## config.mk

```make
export PLATFORM = sky130hd
export DESIGN_NAME = conv_window_gen_flat
export DESIGN_NICKNAME = d
export VERILOG_FILES = /design/src/rtl/conv_window_gen_pkg.sv /design/src/rtl/conv_window_gen_if.sv /design/src/rtl/conv_line_buffer.sv /design/src/rtl/conv_window_gen.sv /design/src/flat_wrapper.sv
export SDC_FILE = /design/constraint.sdc
export NUM_CORES = 1
export LEC_CHECK = 0
export ABC_AREA = 1
export BUFFER_PORTS_ARGS = -buffer_cell sky130_fd_sc_hd__buf_2
export CAP_MARGIN = 20
export CORE_MARGIN = 4
export CORE_UTILIZATION = 54
export DETAILED_ROUTE_END_ITERATION = 8
export HOLD_SLACK_MARGIN = 0.02
export PLACE_DENSITY = 0.74
export SYNTH_ARGS = -nofsm -noshare
export SYNTH_HDL_FRONTEND = slang
export SYNTH_HIERARCHICAL = 1
export SYNTH_SLANG_ARGS = --single-unit
```

## constraint.sdc

```tcl
create_clock -name clk -period 1.85 [get_ports clk]
set_clock_uncertainty 0.2 [all_clocks]
set_input_delay 0.4625 -clock clk [delete_from_list [all_inputs] [get_ports clk]]
set_output_delay 0.4625 -clock clk [all_outputs]
set_load 0.02 [all_outputs]
```

## src/rtl/conv_window_gen_pkg.sv

```systemverilog
// Shared 3x3 kernel geometry and window slot numbering.
// The convolution unit imports the same package.
package conv_window_gen_pkg;

    localparam int KERNEL_SIZE = 3;
    localparam int WIN_PIXELS  = KERNEL_SIZE * KERNEL_SIZE;

    // Row-major slot index: k = 3*ky + kx, so k=0 is top-left and k=8 is bottom-right.
    function automatic int slot_idx(input int ky, input int kx);
        return KERNEL_SIZE * ky + kx;
    endfunction

endpackage

```

## src/rtl/conv_window_gen_if.sv

```systemverilog
// Pixel stream in, 3x3 window stream out.
// master = pixel source / window sink, slave = window generator.
interface conv_window_gen_if
    import conv_window_gen_pkg::*;
#(
    parameter int DATA_WIDTH = 8,
    parameter int IMG_W      = 28,
    parameter int IMG_H      = 28
);
    localparam int ROW_W = $clog2(IMG_H);
    localparam int COL_W = $clog2(IMG_W);

    logic                               enable;
    logic                               sof;
    logic signed [DATA_WIDTH-1:0]       pixel_in;
    logic                               pixel_valid;
    logic [WIN_PIXELS*DATA_WIDTH-1:0]   window_out;
    logic                               valid_out;
    logic [ROW_W-1:0]                   out_row;
    logic [COL_W-1:0]                   out_col;
    logic                               frame_done;

    modport master (
        output enable, sof, pixel_in, pixel_valid,
        input  window_out, valid_out, out_row, out_col, frame_done
    );

    modport slave (
        input  enable, sof, pixel_in, pixel_valid,
        output window_out, valid_out, out_row, out_col, frame_done
    );

endinterface

```

## src/rtl/conv_line_buffer.sv

```systemverilog
// DEPTH-deep delay line with shift enable; the output is the sample
// shifted in DEPTH enabled cycles ago. No reset: contents are gated downstream.
module conv_line_buffer #(
    parameter int DATA_WIDTH = 8,
    parameter int DEPTH      = 28
) (
    input  logic                  clk,
    input  logic                  shift_en_i,
    input  logic [DATA_WIDTH-1:0] data_i,
    output logic [DATA_WIDTH-1:0] data_o
);

    logic [DATA_WIDTH-1:0] taps_q [DEPTH];

    always_ff @(posedge clk) begin
        if (shift_en_i) begin
            taps_q[0] <= data_i;
            for (int i = 1; i < DEPTH; i++) begin
                taps_q[i] <= taps_q[i-1];
            end
        end
    end

    assign data_o = taps_q[DEPTH-1];

endmodule

```

## src/rtl/conv_window_gen.sv

```systemverilog
// Streaming 3x3 window generator: raster pixels in, one registered
// row-major window per valid (unpadded) output position out.
module conv_window_gen
    import conv_window_gen_pkg::*;
#(
    parameter int DATA_WIDTH = 8,
    parameter int IMG_W      = 28,
    parameter int IMG_H      = 28
) (
    input  logic             clk,
    input  logic             rst_n,
    conv_window_gen_if.slave win_if
);

    localparam int ROW_W = $clog2(IMG_H);
    localparam int COL_W = $clog2(IMG_W);
    localparam logic [ROW_W-1:0] LAST_ROW = ROW_W'(IMG_H - 1);
    localparam logic [COL_W-1:0] LAST_COL = COL_W'(IMG_W - 1);

    logic                             accept;
    logic                             win_cond;
    logic                             last_px;
    logic [ROW_W-1:0]                 row_q, row_d, cur_row;
    logic [COL_W-1:0]                 col_q, col_d, cur_col;
    logic [DATA_WIDTH-1:0]            line0_out, line1_out;
    logic [DATA_WIDTH-1:0]            new_col [KERNEL_SIZE];
    logic [DATA_WIDTH-1:0]            win_q   [WIN_PIXELS];
    logic [DATA_WIDTH-1:0]            win_d   [WIN_PIXELS];
    logic [WIN_PIXELS*DATA_WIDTH-1:0] window_d, window_q;
    logic                             valid_q, frame_done_q;
    logic [ROW_W-1:0]                 out_row_q;
    logic [COL_W-1:0]                 out_col_q;

    assign accept = win_if.enable & win_if.pixel_valid;

    // sof forces the current pixel to (0,0) before any decision is made on it.
    always_comb begin
        cur_row  = win_if.sof ? '0 : row_q;
        cur_col  = win_if.sof ? '0 : col_q;
        win_cond = accept && (cur_row >= ROW_W'(2)) && (cur_col >= COL_W'(2));
        last_px  = (cur_row == LAST_ROW) && (cur_col == LAST_COL);
        row_d    = row_q;
        col_d    = col_q;
        if (accept) begin
            if (cur_col == LAST_COL) begin
                col_d = '0;
                row_d = (cur_row == LAST_ROW) ? '0 : cur_row + 1'b1;
            end else begin
                col_d = cur_col + 1'b1;
                row_d = cur_row;
            end
        end
    end

    conv_line_buffer #(.DATA_WIDTH(DATA_WIDTH), .DEPTH(IMG_W)) u_line0 (
        .clk        (clk),
        .shift_en_i (accept),
        .data_i     (win_if.pixel_in),
        .data_o     (line0_out)
    );

    conv_line_buffer #(.DATA_WIDTH(DATA_WIDTH), .DEPTH(IMG_W)) u_line1 (
        .clk        (clk),
        .shift_en_i (accept),
        .data_i     (line0_out),
        .data_o     (line1_out)
    );

    // Window after this pixel: columns shift left, new right column enters.
    always_comb begin
        new_col[0] = line1_out;
        new_col[1] = line0_out;
        new_col[2] = win_if.pixel_in;
        for (int k = 0; k < WIN_PIXELS; k++) begin
            win_d[k] = win_q[k];
        end
        for (int ky = 0; ky < KERNEL_SIZE; ky++) begin
            for (int kx = 0; kx < KERNEL_SIZE; kx++) begin
                if (kx == KERNEL_SIZE - 1) begin
                    win_d[slot_idx(ky, kx)] = new_col[ky];
                end else begin
                    win_d[slot_idx(ky, kx)] = win_q[slot_idx(ky, kx + 1)];
                end
            end
        end
    end

    for (genvar gi = 0; gi < WIN_PIXELS; gi++) begin : g_pack
        assign window_d[gi*DATA_WIDTH +: DATA_WIDTH] = win_d[gi];
    end

    always_ff @(posedge clk or negedge rst_n) begin
        if (!rst_n) begin
            row_q        <= '0;
            col_q        <= '0;
            window_q     <= '0;
            valid_q      <= 1'b0;
            frame_done_q <= 1'b0;
            out_row_q    <= '0;
            out_col_q    <= '0;
            for (int k = 0; k < WIN_PIXELS; k++) begin
                win_q[k] <= '0;
            end
        end else begin
            row_q        <= row_d;
            col_q        <= col_d;
            valid_q      <= win_cond;
            frame_done_q <= win_cond && last_px;
            if (accept) begin
                for (int k = 0; k < WIN_PIXELS; k++) begin
                    win_q[k] <= win_d[k];
                end
            end
            if (win_cond) begin
                window_q  <= window_d;
                out_row_q <= cur_row - ROW_W'(2);
                out_col_q <= cur_col - COL_W'(2);
            end
        end
    end

    assign win_if.window_out = window_q;
    assign win_if.valid_out  = valid_q;
    assign win_if.frame_done = frame_done_q;
    assign win_if.out_row    = out_row_q;
    assign win_if.out_col    = out_col_q;

endmodule

```

## src/flat_wrapper.sv

```systemverilog
// flat-port wrapper written by rule: the top's interface ports become plain ports
module conv_window_gen_flat import conv_window_gen_pkg::*;
#(
    parameter int DATA_WIDTH = 8,
    parameter int IMG_W      = 28,
    parameter int IMG_H      = 28
)
  (clk, rst_n, win_if_enable, win_if_sof, win_if_pixel_in, win_if_pixel_valid, win_if_window_out, win_if_valid_out, win_if_out_row, win_if_out_col, win_if_frame_done);
  conv_window_gen_if #(.DATA_WIDTH(DATA_WIDTH), .IMG_W(IMG_W), .IMG_H(IMG_H)) win_if_i ();
  input  logic clk;
  input  logic rst_n;
  input wire logic [$bits(win_if_i.enable)-1:0] win_if_enable;
  input wire logic [$bits(win_if_i.sof)-1:0] win_if_sof;
  input wire logic [$bits(win_if_i.pixel_in)-1:0] win_if_pixel_in;
  input wire logic [$bits(win_if_i.pixel_valid)-1:0] win_if_pixel_valid;
  output wire logic [$bits(win_if_i.window_out)-1:0] win_if_window_out;
  output wire logic [$bits(win_if_i.valid_out)-1:0] win_if_valid_out;
  output wire logic [$bits(win_if_i.out_row)-1:0] win_if_out_row;
  output wire logic [$bits(win_if_i.out_col)-1:0] win_if_out_col;
  output wire logic [$bits(win_if_i.frame_done)-1:0] win_if_frame_done;
  assign win_if_i.enable = win_if_enable;
  assign win_if_i.sof = win_if_sof;
  assign win_if_i.pixel_in = win_if_pixel_in;
  assign win_if_i.pixel_valid = win_if_pixel_valid;
  assign win_if_window_out = win_if_i.window_out;
  assign win_if_valid_out = win_if_i.valid_out;
  assign win_if_out_row = win_if_i.out_row;
  assign win_if_out_col = win_if_i.out_col;
  assign win_if_frame_done = win_if_i.frame_done;
  conv_window_gen #(.DATA_WIDTH(DATA_WIDTH), .IMG_W(IMG_W), .IMG_H(IMG_H)) u_core (.clk(clk), .rst_n(rst_n), .win_if(win_if_i));
endmodule
```

==> results.sh <==
export IMPL_dp_hpwl_um=17510
export IMPL_syn_avg_cell_area_sq_um=17.00
export IMPL_layout_common_cells="edfxtp_1 (448), nand2_1 (396), dfrtp_1 (142)"
export IMPL_p_sw_mw=5.362
export IMPL_power_density_mw_per_mm2=1163
export IMPL_rows=69
export IMPL_grt_pass1_vias=9531
export IMPL_worstSkewPairLatency_ns=0.58
export IMPL_cts_buffers=53
export IMPL_synthCells=1138
export IMPL_hold_viol=0
export IMPL_rsz0062_at_grt="yes"
export IMPL_post_route_util=0.6542
export IMPL_internal_power_mw=21.64
export IMPL_register_area_sq_mm=0.01701
export IMPL_die_area_sq_mm=0.03892
export IMPL_ant_nets=0
export IMPL_cts_path_max_buffers=3
export IMPL_crit_arrival_ns=2.21
export IMPL_cts_max_level=2
export IMPL_ys_seq_area_frac=0.8791
export IMPL_drt_iter0_markers=688
export IMPL_fp_dieW_um=197.3
export IMPL_hold_class="input pin to flip-flop"
export IMPL_tightest_slew_ns=0.4486
export IMPL_fill_cells=2284
export IMPL_yosysWarnings=6
export IMPL_grt_max_degree=70
export IMPL_critPathLaunchType="flip-flop"
export IMPL_cts_tree="done"
export IMPL_cap_violations=0
export IMPL_ys_types=25
export IMPL_mostFrequentLayoutCell="edfxtp_1"
export IMPL_via_count=9384
export IMPL_routedWlPerCell_um=17.93
export IMPL_async_flop_share=0.2407
export IMPL_grt_first_pass_wirelength_um=50030
export IMPL_pre_cts_ws_ns=-0.2580
export IMPL_drv_slew=0
export IMPL_clockRootBuffer="clkbuf_16"
export IMPL_violations="negative setup slack"
export IMPL_leakagePower_nw=9.522
export IMPL_cp_data_required_time_ns=2.16
export IMPL_worstPathMaxFanout=7
export IMPL_drt_vias_per_instance=5.117
export IMPL_period_needed_ns=1.893
export IMPL_grt_usage=0.1603
export IMPL_synth_edf_count=448
export IMPL_multi_input_area_sq_mm=0.002122
export IMPL_synth_ff_type="edfxtp_1"
export IMPL_max_freq_mhz=528.3
export IMPL_synth_area_sq_mm=0.01934
export IMPL_grt_antenna_before_repair=0
export IMPL_comb_power_share=0.029
export IMPL_cts_sinks=590
export IMPL_overflow=0
export IMPL_clk_pin_slew_ns=0.06
export IMPL_worstSetupEndpointType="flip-flop"
export IMPL_areaGrowthSynthToFinish_pct=19.99
export IMPL_antenna_cells=0
export IMPL_clkPwrFrac=0.413
export IMPL_die_y_um=197.3
export IMPL_io_pins=97
export IMPL_numPortBuffers=96
export IMPL_place_congestion=0.8206
export IMPL_nets=1346
export IMPL_initial_utilization=0.5452
export IMPL_firstDrtPassIters=5
export IMPL_worst_setup_path_type="flip-flop to flip-flop"
export IMPL_coreArea_sq_mm=0.03548
export IMPL_max_vdd_ir_drop_v=0.0009807
export IMPL_final_layout_size_suffix_gt1_frac=0.2207
export IMPL_slew_headroom=0.7009
export IMPL_synth_fp_nets=1156
export IMPL_power_share_sequential=0.559
export IMPL_fin_crit_sh=1.023
export IMPL_p_sw_frac=0.1986
export IMPL_totalWireLength_um=32890
export IMPL_ys_seq_elements=590
export IMPL_setup_violations=55
export IMPL_fin_ws_ns=-0.04293
export IMPL_status="complete, but fails checks"
export IMPL_drc=0
state kept, by name, summed over array words and instances (netlist names):
signal and count:
u_core/u_line0/taps_q 224, u_core/u_line1/taps_q 224, u_core/win_if.window_out 72, u_core/win_d 48, u_core/col_q 5, u_core/row_q 5
u_core/win_if.out_col 5, u_core/win_if.out_row 5, u_core/win_if.frame_done 1, u_core/win_if.valid_out 1
through the flow:
step	hold WS [ns]	setup TNS (ns)	total power, mW	cell area, sq um	cells
6_report	0.1544	-1.131	27.00	23210	1834
3_3_place_gp	0.2008	-15.09	16.00	20900	1709
2_1_floorplan	-0.03309	-221.98	15.65	19410	1138
3_5_place_dp	0.2045	-18.84	16.06	20900	1709
5_1_grt	0.1628	-5.803	28.01	23210	1834
4_1_cts	0.1348	-0.02138	27.21	22800	1818
power groups by stage:
| stage | Sequential [mW] | Combinational [mW] | Clock, mW |
|---|---|---|---|
| final | 15.1 | 0.771 | 11.1 |
| after CTS | 15.1 | 0.738 | 11.4 |
| after global placement | 15.3 | 0.687 | 0 |
| after global routing | 15.1 | 0.859 | 12.0 |
| after floorplan | 15.3 | 0.383 | 0 |
| after detailed placement | 15.3 | 0.721 | 0 |
worst paths after layout:
path | start | endpoint | slack (ns) | depth (start not counted)
max in group asynchronous | rst_n | u_core/win_if.window_out[8]$_DFFE_PN0P_ | 0.60 | 3
max reg2reg | u_core/col_q[1]$_DFFE_PN0P_ | u_core/win_if.window_out[49]$_DFFE_PN0P_ | -0.04 | 11
max | u_core/col_q[1]$_DFFE_PN0P_ | u_core/win_if.window_out[49]$_DFFE_PN0P_ | -0.04 | 11
min | win_if_pixel_valid | u_core/col_q[3]$_DFFE_PN0P_ | 0.15 | 4
min in group asynchronous | rst_n | u_core/win_d[23]$_DFFE_PN0P_ | 0.18 | 2
min reg2reg | u_core/u_line0/taps_q[5][12]$_DFFE_PP_ | u_core/u_line0/taps_q[6][4]$_DFFE_PP_ | 0.21 | 0
what timing repair did:
item,4_1_cts,5_1_grt
resized for setup,7,55
hold buffers,9,0
endpoints found under the hold margin,124,0
buffers inserted,0,7
cloned,0,9
setup endpoints to repair,9,86
pin swaps,1,31
cells in the mapped netlist, types with 2 or more instances:
library cell,instances,area share
buf_4,17,0.0066
xor2_1,2,0.00091
inv_1,21,0.0041
o21ai_0,6,0.0016
o22ai_1,3,0.00097
ha_1,5,0.0032
buf_2,9,0.0023
nand3_1,14,0.0036
dfrtp_1,142,0.18
buf_6,9,0.0052
edfxtp_1,448,0.70
nand2_2,2,0.00065
clkbuf_1,7,0.0014
buf_1,4,0.00078
nand4_1,5,0.0016
nand2_1,431,0.084
nor2_1,5,0.00097
critical path: stages (launching register included):
cell	delay [ns]
dfrtp_1	0.41
nand2_4	0.10
inv_4	0.05
ha_4	0.15
nand2_2	0.05
nand4_1	0.13
buf_4	0.18
nand3_4	0.10
clkbuf_16	0.19
buf_12	0.14
nand2_1	0.07
nand2_1	0.06
layer usage:
layer  routed length [um]  track usage  vias up
met2                15750       0.2498      297
li1                     -            -     4323
met3                 2108      0.03855       64
met4                  818      0.05162        0
met5                    0            0        -
met1                14210       0.2287     4700
cells by family (layout without fill, tap and decap cells):
logic type | Yosys count | after routing | synth area share
AO/OA/AOI/OAI | 9 | 9 | 0.002523
flip-flops | 590 | 590 | 0.8791
adder cells (fa/ha/maj) | 5 | 5 | 0.003234
XOR/XNOR | 3 | 3 | 0.001359
buffers and inverters | 69 | 303 | 0.02089
AND/OR/NAND/NOR | 462 | 463 | 0.09288
final cells by class:
class / instances / share of cell area
clock buffers: 77 / 0.06495
clock inverters: 23 / 0.01240
inverters: 23 / 0.005175
multi-input cells: 480 / 0.09142
flip-flops and latches: 590 / 0.7326
well taps: 461 / 0.02485
repair buffers: 180 / 0.06856
Power figures use the tool's default switching activity.
